File: config.mk
export PLATFORM = sky130hd
export DESIGN_NAME = sbox_ti_share_gen
export DESIGN_NICKNAME = d
export VERILOG_FILES = /design/src/rtl/sbox_ti_share_gen.sv
export SDC_FILE = /design/constraint.sdc
export NUM_CORES = 1
export LEC_CHECK = 0
export CAP_MARGIN = 20
export CORE_ASPECT_RATIO = 1.4
export CORE_MARGIN = 3
export CORE_UTILIZATION = 48
export DETAILED_ROUTE_END_ITERATION = 8
export HOLD_SLACK_MARGIN = 0.02
export PLACE_DENSITY = 0.82
export SETUP_SLACK_MARGIN = 0.1
export SLEW_MARGIN = 10
export SYNTH_ARGS = -nofsm -noshare
export SYNTH_HDL_FRONTEND = slang
export SYNTH_SLANG_ARGS = --single-unit
export TNS_END_PERCENT = 100
File: constraint.sdc
create_clock -name clk -period 2.7 [get_ports clk]
set_input_delay 0.27 -clock clk [delete_from_list [all_inputs] [get_ports clk]]
set_output_delay 0.27 -clock clk [all_outputs]
set_load 0.01 [all_outputs]
File: src/rtl/sbox_ti_share_gen.sv
// Input masking stage for the TI S-box: splits one nibble into SHARES Boolean shares
// using LFSR randomness. Optional reseed port and WARM state under macro TI_RESEED_EN.
//
// state  | meaning
// -------+---------------------------------------------------------------
// READY  | waiting for a sample; LFSR holds its value
// REFILL | shifting (SHARES-1)*NIB fresh bits into the LFSR after an accept
// WARM   | (TI_RESEED_EN) stepping LFSR_W times after a reseed

module sbox_ti_share_gen #(
    parameter int                SHARES = 3,
    parameter int                NIB    = 4,
    parameter int                LFSR_W = 16,
    parameter logic [LFSR_W-1:0] TAPS   = 16'hB400,
    parameter logic [LFSR_W-1:0] SEED   = 16'hACE1
) (
    input  logic                  clk,
    input  logic                  rst,
    input  logic                  in_valid,
    output logic                  in_ready,
    input  logic [NIB-1:0]        in_data,
    output logic                  out_valid,
    input  logic                  out_ready,
    output logic [SHARES*NIB-1:0] out_shares
`ifdef TI_RESEED_EN
    ,
    input  logic                  seed_load,
    input  logic [LFSR_W-1:0]     seed
`endif
);

    localparam int                CNT_W      = $clog2(LFSR_W + 1);
    localparam logic [CNT_W-1:0]  REFILL_CNT = CNT_W'((SHARES - 1) * NIB);
    localparam logic [CNT_W-1:0]  CNT_ONE    = CNT_W'(1);
    localparam logic [LFSR_W-1:0] LFSR_ONE   = {{(LFSR_W-1){1'b0}}, 1'b1};
    localparam logic [LFSR_W-1:0] SEED_INIT  = (SEED == '0) ? LFSR_ONE : SEED;
`ifdef TI_RESEED_EN
    localparam logic [CNT_W-1:0]  WARM_CNT   = CNT_W'(LFSR_W);
`endif

    typedef enum logic [1:0] {
        ST_READY  = 2'd0,
        ST_REFILL = 2'd1
`ifdef TI_RESEED_EN
        ,
        ST_WARM   = 2'd2
`endif
    } state_t;

    state_t              state, state_nxt;
    logic [CNT_W-1:0]    cnt, cnt_nxt;
    logic [LFSR_W-1:0]   lfsr, lfsr_nxt, lfsr_step;
    logic [NIB-1:0]      mask_xor;
    logic [SHARES*NIB-1:0] share_nxt;
    logic                accept;
    logic                shift;
    logic                reseed;

`ifdef TI_RESEED_EN
    logic [LFSR_W-1:0]   seed_safe;
    assign reseed    = seed_load;
    assign seed_safe = (seed == '0) ? LFSR_ONE : seed;
`else
    assign reseed    = 1'b0;
`endif

    assign lfsr_step = {lfsr[LFSR_W-2:0], ^(lfsr & TAPS)};

    // Mask shares come straight from the low LFSR slices; the last share absorbs the data.
    always_comb begin
        mask_xor  = '0;
        share_nxt = '0;
        for (int i = 0; i < SHARES - 1; i++) begin
            share_nxt[i*NIB +: NIB] = lfsr[i*NIB +: NIB];
            mask_xor                = mask_xor ^ lfsr[i*NIB +: NIB];
        end
        share_nxt[(SHARES-1)*NIB +: NIB] = in_data ^ mask_xor;
    end

    always_ff @(posedge clk) begin
        if (rst) begin
            state <= ST_READY;
            cnt   <= '0;
        end else begin
            state <= state_nxt;
            cnt   <= cnt_nxt;
        end
    end

    always_comb begin
        state_nxt = state;
        cnt_nxt   = cnt;
        in_ready  = 1'b0;
        accept    = 1'b0;
        shift     = 1'b0;
        case (state)
            ST_READY: begin
                in_ready = (!out_valid || out_ready) && !reseed;
                accept   = in_valid && in_ready;
                if (accept) begin
                    state_nxt = ST_REFILL;
                    cnt_nxt   = REFILL_CNT;
                end
            end
            ST_REFILL: begin
                shift   = 1'b1;
                cnt_nxt = cnt - CNT_ONE;
                if (cnt <= CNT_ONE) begin
                    state_nxt = ST_READY;
                end
            end
`ifdef TI_RESEED_EN
            ST_WARM: begin
                shift   = 1'b1;
                cnt_nxt = cnt - CNT_ONE;
                if (cnt <= CNT_ONE) begin
                    state_nxt = ST_READY;
                end
            end
`endif
            default: begin
                state_nxt = ST_READY;
                cnt_nxt   = '0;
            end
        endcase
`ifdef TI_RESEED_EN
        // A reseed drops any refill in flight and restarts warm-up from the new value.
        if (reseed) begin
            state_nxt = ST_WARM;
            cnt_nxt   = WARM_CNT;
            shift     = 1'b0;
        end
`endif
    end

    always_comb begin
        lfsr_nxt = lfsr;
`ifdef TI_RESEED_EN
        if (reseed) begin
            lfsr_nxt = seed_safe;
        end else
`endif
        if (lfsr == '0) begin
            lfsr_nxt = LFSR_ONE;
        end else if (shift) begin
            lfsr_nxt = lfsr_step;
        end
    end

    always_ff @(posedge clk) begin
        if (rst) begin
            lfsr <= SEED_INIT;
        end else begin
            lfsr <= lfsr_nxt;
        end
    end

    // A pop and an accept in the same cycle reload the register without a bubble.
    always_ff @(posedge clk) begin
        if (rst) begin
            out_valid  <= 1'b0;
            out_shares <= '0;
        end else if (accept) begin
            out_valid  <= 1'b1;
            out_shares <= share_nxt;
        end else if (out_ready) begin
            out_valid  <= 1'b0;
        end
    end

endmodule
After elaboration in Yosys (flattened, before gate mapping)
Cells that the tools add are included.

Logic and storage cells: 35. Output and inout bits: 14. Register bits after elaboration: 36. Input bits: 8.

Mux-type cells: 12. Add/sub/neg operators: 1. Order comparisons: 1. Eq/ne operators: 3. Reductions and logical operators: 10. Bitwise logic cells: 2.

Operator list (count): $mux 16 (2); $logic_not 16->1 (1); $reduce_xor 16->1 (1); $pmux 5 s2 (1); $xor 4x4->4 (2); $le 5x1->1 const B (1); $mux 1 (5); $mux 5 (1); $sub 5x1->5 const B (1); $mux 2 (2); $ne 2x2->1 const B (2); $pmux 2 s2 (1); $reduce_bool 2->1 (2); $eq 2x1->1 const B (1); $logic_not 2->1 (1); $reduce_and 2->1 (1); $reduce_or 2->1 (1); $logic_and 1x1->1 (1); $logic_not 1->1 (1); $logic_or 1x1->1 (1).

Depth between registers and ports, before layout
Gate-level depths: netlist of the first run.

Depth in word-level cells: 5. Gate-level depth with buffers: 5. Mapped depth without buffers: 5.

Worst setup path after synthesis of the first run
No wires, ideal clock.

Kind: register to register. From: reg lfsr[12]. To: reg lfsr[0]. Stages on the path, launching flop included: 6. Library setup time: 0.120 ns. Required time: 2.580 ns. Arrival: 1.183 ns. Clock period less this slack: 1.303 ns. Path slack: 1.397 ns. Buffers on the path: 0. Cells stage by stage: dfxtp_1 -> inv_1 -> ha_1 -> nor4b_2 -> a41o_2 -> a211o_1.

Longest elaborated chain between the ends: 2. Elaborated cells between the ends (all ways): 3. Those cells by class: reduce/logical: 3.

Ends and longest elaborated chain: start: declaration (RTL line 52) `logic [LFSR_W-1:0] lfsr, lfsr_nxt, lfsr_step;`; start signal: assignment (RTL line 154) `lfsr <= lfsr_nxt;`; $logic_not 16->1 (RTL line 143) `if (lfsr == '0) begin`; $reduce_or 2->1 (no line).

Parallel ways exist; a longest one is shown, timed or not. A chain may end at the register's enable or synchronous reset.

Final worst setup path of the first run
From: in out_ready. To: out in_ready.

Longest elaborated chain between the ends: 2.

Ends and longest elaborated chain: start: declaration (RTL line 23) `input logic out_ready,`; $logic_or 1x1->1 (RTL line 98) `in_ready = (!out_valid || out_ready) && !reseed;`; $mux 1 (RTL line 96) `case (state)`; end: declaration (RTL line 20) `output logic in_ready,`.

Every way passes these cells.

==> impl_metrics.json, run 1 <==
{
  "critPathRequiredTime_ps": 2430,
  "clock_latency_ps": 290,
  "drc": 0,
  "finalHoldViolCount": 0,
  "p_per_area_nw_per_um2": 664,
  "syn_nets": 172,
  "finClkSkew_ps": 7.82,
  "start_util_pct": 50.9,
  "vias_per_cell": 5.78,
  "grt_max_degree": 26,
  "clockBufferDepth": 2,
  "setup_violations": 0,
  "cp_num_buf_inv": 2,
  "worst_slack_ps": 853,
  "cts_tree": "done",
  "cts.sinks": 35,
  "wire_per_inst_um": 16.3,
  "gr-total-overflow": 0,
  "gp_congestion": 0.740,
  "combPwrFrac_pct": 20.2,
  "p_seq_share_pct": 47.9,
  "clk_pin_slew_worst_paths_ps": 60,
  "cp_max_fo": 2,
  "worst_slew_pin_slew_ps": 522,
  "ant_nets": 0,
  "max_clock_freq_mhz": 541,
  "p_sw_uw": 346,
  "max_stage_delay_ps": 540,
  "grt_pass1_vias": 1293,
  "outcome": "complete, no violations",
  "ys_ff_latch": 35,
  "vdd_drop_max_mv": 0.559,
  "power.internal_uw": 940,
  "synthTopCellsByArea": "dfxtp_1, xor3_1, a21oi_1",
  "path_cells": "clkdlybuf4s50_1 > and2b_1 > nor2_1 > clkdlybuf4s50_1",
  "cts_buffers": 5,
  "synthArstFlopShare_pct": 0,
  "core_area_sq_um": 3180,
  "antenna_found_initial": 0,
  "dieArea_sq_um": 4120,
  "synth_edf_count": 0,
  "root_buffer": "clkbuf_8",
  "fin_tns_setup_ps": 0,
  "drive_above_1_share_pct": 9.84,
  "grt_first_pass_wirelength_um": 6100,
  "worst_setup_path_start_kind": "input pin",
  "grtUsageTotal_pct": 20.7,
  "path_delay_family": "buffers and inverters",
  "die_width_um": 55.1,
  "cts_resized": 0,
  "p_leak_nw": 0.744,
  "critPathArrivalTime_ps": 1580,
  "cp_slowest_cell": "clkdlybuf4s50_1",
  "vias": 1283,
  "area_delta_synth_final_pct": 19.6,
  "nNetsFinal": 193,
  "yosysSeqAreaShare_pct": 43.3,
  "hp-class": "register to register",
  "fin_crit_sh_pct": 68.4,
  "yosys.area.top_type": "dfxtp_1",
  "hold_slack_ps": 475,
  "path_class": "input pin to primary output",
  "htree_levels": 2,
  "fillers": 290,
  "multiInputGateArea_sq_um": 832,
  "cts_setup_buffers": 0,
  "avgSynthCellArea_sq_um": 10.1,
  "syn_inst": 161,
  "hpwl_um": 2610,
  "die_y_um": 74.7,
  "seqCellArea_sq_um": 701,
  "switching_share_pct": 26.9,
  "dp_slack_ps": 837,
  "timing.critical_path.to_type": "primary output",
  "routed_wl_um": 3620,
  "maxSlewViolCount": 0,
  "ys_warn_count": 0,
  "first_pass_iters": 4,
  "yosysTopAreaCellShare_pct": 43.3,
  "io_buffers": 21,
  "drt-initial-drc-count": 25,
  "ios": 22,
  "antennaDiodeCount": 0,
  "crit_top_cell": "clkdlybuf4s50_1",
  "rsz0062_at_grt": "no",
  "period_needed_ps": 1850,
  "pwr-share-clk_pct": 31.8,
  "synth_commonest_cells": "dfxtp_1, a21oi_1, nand3_1",
  "synth_most_common_cell": "dfxtp_1",
  "synth_area_sq_um": 1620,
  "postCtsHoldBufs": 0,
  "slew_headroom_pct": 65.1,
  "rows": 24,
  "synth_cell_types": 37,
  "drv_cap": 0,
  "synth-main-ff-cell": "dfxtp_1"
}
-- sequential cells by signal, summed over array words and instances, names as in the netlist --
register,flops
out_shares,12
state,1
cnt,5
lfsr,16
out_valid,1
-- worst reg2reg max path: cells and delay by family (launching register included) --
kind	cells	cell delay [ps]
compound gates	2	290
buf+inv	1	330
flops	1	390
simple gates	1	360
-- final cells by class --
class / count / area share (%)
clock buffer: 8 / 5.17
inverter: 6 / 1.16
multi-input combinational: 110 / 43.0
sequential: 35 / 36.2
tap: 39 / 2.52
timing repair buffer: 24 / 12.0
-- through the flow --
step | cells | instance area [sq um] | power (mW) | util (%)
final | 222 | 1940 | 1.29 | 60.8
after global routing | 222 | 1940 | 1.34 | 60.8
after CTS | 222 | 1940 | 1.30 | 60.8
after detailed placement | 214 | 1840 | 0.888 | 57.7
after global placement | 214 | 1840 | 0.871 | 57.7
after floorplan | 161 | 1620 | 0.803 | -
-- logic make-up after synthesis --
logic type / share of synthesized area (%)
buffers and inverters: 5.33
XOR/XNOR: 6.96
AND/OR/NAND/NOR: 18.6
adder cells (fa/ha/maj): 2.32
AO/OA/AOI/OAI: 17.9
multiplexers: 5.56
flip-flops: 43.3
-- final timing paths --
path / end / cells after the start / slack, ps / start
max: in_ready / 4 / 850 / out_ready
min: out_shares[8]$_SDFFE_PP0P_ / 2 / 480 / out_shares[8]$_SDFFE_PP0P_
max reg2reg: out_shares[0]$_SDFFE_PP0P_ / 4 / 1240 / state[0]$_SDFFE_PP0P_
min reg2reg: out_shares[8]$_SDFFE_PP0P_ / 2 / 480 / out_shares[8]$_SDFFE_PP0P_
-- layout by cell type, fill, tap and decap left out, types with 2 or more instances in the layout --
cell	instances
a211o_1	7
a211oi_1	3
a21oi_1	18
and2_1	4
buf_4	3
clkbuf_8	7
clkdlybuf4s50_1	21
dfxtp_1	35
ha_1	3
inv_1	6
mux2i_1	9
nand2_1	2
nand3_1	12
nor2_1	8
nor2b_1	3
nor3_1	2
nor4_2	2
o211ai_1	4
o21ai_0	9
o21ai_1	3
o21bai_1	2
or2_0	2
xnor2_1	2
xor3_1	4
-- power by group through the flow --
stage | Combinational (mW) | Clock (mW) | Sequential, mW
3_5_place_dp | 0.261 | 0 | 0.627
3_3_place_gp | 0.247 | 0 | 0.624
4_1_cts | 0.262 | 0.422 | 0.616
2_1_floorplan | 0.183 | 0 | 0.620
5_1_grt | 0.285 | 0.436 | 0.623
6_report | 0.260 | 0.409 | 0.616
-- routing by layer --
metal	share of wire, %	up-vias	wire (um)	global-route usage (%)
li1	-	621	-	-
met1	39	632	1400	22.8
met2	56	22	2030	35.8
met3	3.3	8	119	5.94
met4	2.1	0	77	9.46
met5	0	-	0	0
No activity file was read; power rests on OpenSTA's default activity.
==> run 2, diff against run 1 <==
==> constraint.sdc (replaced) <==
create_clock -name clk -period 1.9 [get_ports clk]
set_input_delay 0.19 -clock clk [delete_from_list [all_inputs] [get_ports clk]]
set_output_delay 0.19 -clock clk [all_outputs]
set_load 0.01 [all_outputs]
==> impl_metrics.json, run 2 (synthesis results as in run 1) <==
{
  "cp_slowest_cell": "clkdlybuf4s50_1",
  "cts_tree": "done",
  "htree_levels": 2,
  "clock_latency_ps": 290,
  "clk_pin_slew_worst_paths_ps": 70,
  "die_width_um": 55.1,
  "power.internal_mw": 1.26,
  "gr-total-overflow": 0,
  "ant_nets": 0,
  "period_needed_ps": 1700,
  "start_util_pct": 50.9,
  "postCtsHoldBufs": 0,
  "hpwl_um": 2470,
  "p_seq_share_pct": 50.2,
  "slew_headroom_pct": 72.9,
  "dieArea_sq_um": 4120,
  "critPathRequiredTime_ps": 1710,
  "drt-initial-drc-count": 18,
  "final_core_util_pct": 60.3,
  "path_delay_family": "buffers and inverters",
  "grt_first_pass_wirelength_um": 5870,
  "pwr-share-clk_pct": 29.2,
  "fin_tns_setup_ps": 0,
  "maxSlewViolCount": 0,
  "cts_setup_buffers": 0,
  "seqCellArea_sq_um": 701,
  "max_clock_freq_mhz": 590,
  "finalHoldViolCount": 0,
  "critPathArrivalTime_ps": 1510,
  "routed_wl_um": 3560,
  "fin_crit_sh_pct": 89.2,
  "finClkSkew_ps": 7.81,
  "worst_setup_path_start_kind": "input pin",
  "drive_above_1_share_pct": 9.29,
  "antenna_found_initial": 0,
  "cp-startpoint": "out_ready",
  "p_leak_nw": 0.735,
  "wire_per_inst_um": 16.0,
  "io_buffers": 21,
  "vias": 1279,
  "hp-start": "out_shares[9]$_SDFFE_PP0P_",
  "first_pass_iters": 5,
  "die_y_um": 74.7,
  "switching_share_pct": 28.1,
  "core_area_sq_um": 3180,
  "cts_resized": 0,
  "cts_buffers": 5,
  "layout_common_cells": "dfxtp_1, clkdlybuf4s50_1, a21oi_1, nand3_1",
  "ios": 22,
  "nNetsFinal": 193,
  "hp-class": "register to register",
  "placed_area_sq_um": 1840,
  "worst_slew_pin_slew_ps": 406,
  "path_class": "input pin to primary output",
  "grt_pass1_vias": 1262,
  "reg_top3": "lfsr (16), out_shares (12), cnt (5)",
  "gp_congestion": 0.822,
  "antennaDiodeCount": 0,
  "rsz0062_at_grt": "no",
  "setup_violations": 0,
  "area_delta_synth_final_pct": 18.5,
  "timing.critical_path.to_type": "primary output",
  "outcome": "complete, no violations",
  "cts.sinks": 35,
  "largest_register": "lfsr",
  "drv_cap": 0,
  "multiInputGateArea_sq_um": 832,
  "vias_per_cell": 5.76,
  "fillers": 292,
  "grtUsageTotal_pct": 20.2,
  "combPwrFrac_pct": 20.6,
  "cp_max_fo": 2,
  "root_buffer": "clkbuf_8",
  "design_area_sq_um": 1920,
  "largest_reg_flops": 16,
  "r2r-start": "state[0]$_SDFFE_PP0P_",
  "p_per_area_nw_per_um2": 914,
  "rows": 24,
  "final_common_cell": "dfxtp_1",
  "drc": 0,
  "path_cells": "clkdlybuf4s50_1 > and2b_1 > nor2_1 > clkdlybuf4s50_1",
  "cp_num_buf_inv": 2,
  "grt_max_degree": 28,
  "vdd_drop_max_mv": 0.690,
  "clockBufferDepth": 2,
  "p_sw_uw": 492,
  "max_stage_delay_ps": 540,
  "crit_top_cell": "clkdlybuf4s50_1"
}
-- run 2: cell count changes in the layout (fill, tap and decap cells not counted), sizes merged --
cell | before | now
clkinv | 0 | 1
clkbuf | 8 | 7
-- run 2: path summary, 6_finish.rpt --
check / slack (ps) / to / depth (start not counted)
max: 200 / in_ready / 4
min reg2reg: 480 / out_shares[9]$_SDFFE_PP0P_ / 2
max reg2reg: 480 / out_shares[1]$_SDFFE_PP0P_ / 3
min: 480 / out_shares[9]$_SDFFE_PP0P_ / 2
-- run 2: metrics by stage --
| step | setup WS [ps] | std cells | power [mW] | hold slack (ps) |
|---|---|---|---|---|
| final | 205 | 222 | 1.75 | 481 |
| after global routing | 146 | 222 | 1.84 | 507 |
| after CTS | 207 | 222 | 1.76 | 485 |
| after detailed placement | 207 | 214 | 1.26 | 473 |
| after global placement | 207 | 214 | 1.24 | 458 |
| after floorplan | 597 | 161 | 1.14 | 390 |
-- run 2: power by group through the flow --
stage / registers, mW / logic [mW] / clock network (mW)
after floorplan: 0.881 / 0.259 / 0
after detailed placement: 0.895 / 0.361 / 0
after global placement: 0.890 / 0.347 / 0
after CTS: 0.880 / 0.362 / 0.519
after global routing: 0.888 / 0.397 / 0.558
final: 0.879 / 0.361 / 0.512
-- run 2: worst reg2reg max path, delay by kind of cell (launching register included) --
family          cells  cell delay (ps)
flops               1              570
simple gates        1              400
compound gates      2              370
-- run 2: metal layers --
metal  vias to the layer above  global-route usage, %  wire length [um]
met5                         -                      0                 0
met4                         0                   11.4               125
met3                        16                   7.33               174
met2                        35                   32.1              1850
met1                       611                   23.1              1410
li1                        617                      -                 -
-- run 2: cell type report --
type	instances	share of cell area [%]
clock inverter	1	0.261
multi-input combinational	110	43.4
tap	39	2.54
timing repair buffer	24	12.1
sequential	35	36.5
clock buffer	7	3.98
inverter	6	1.17
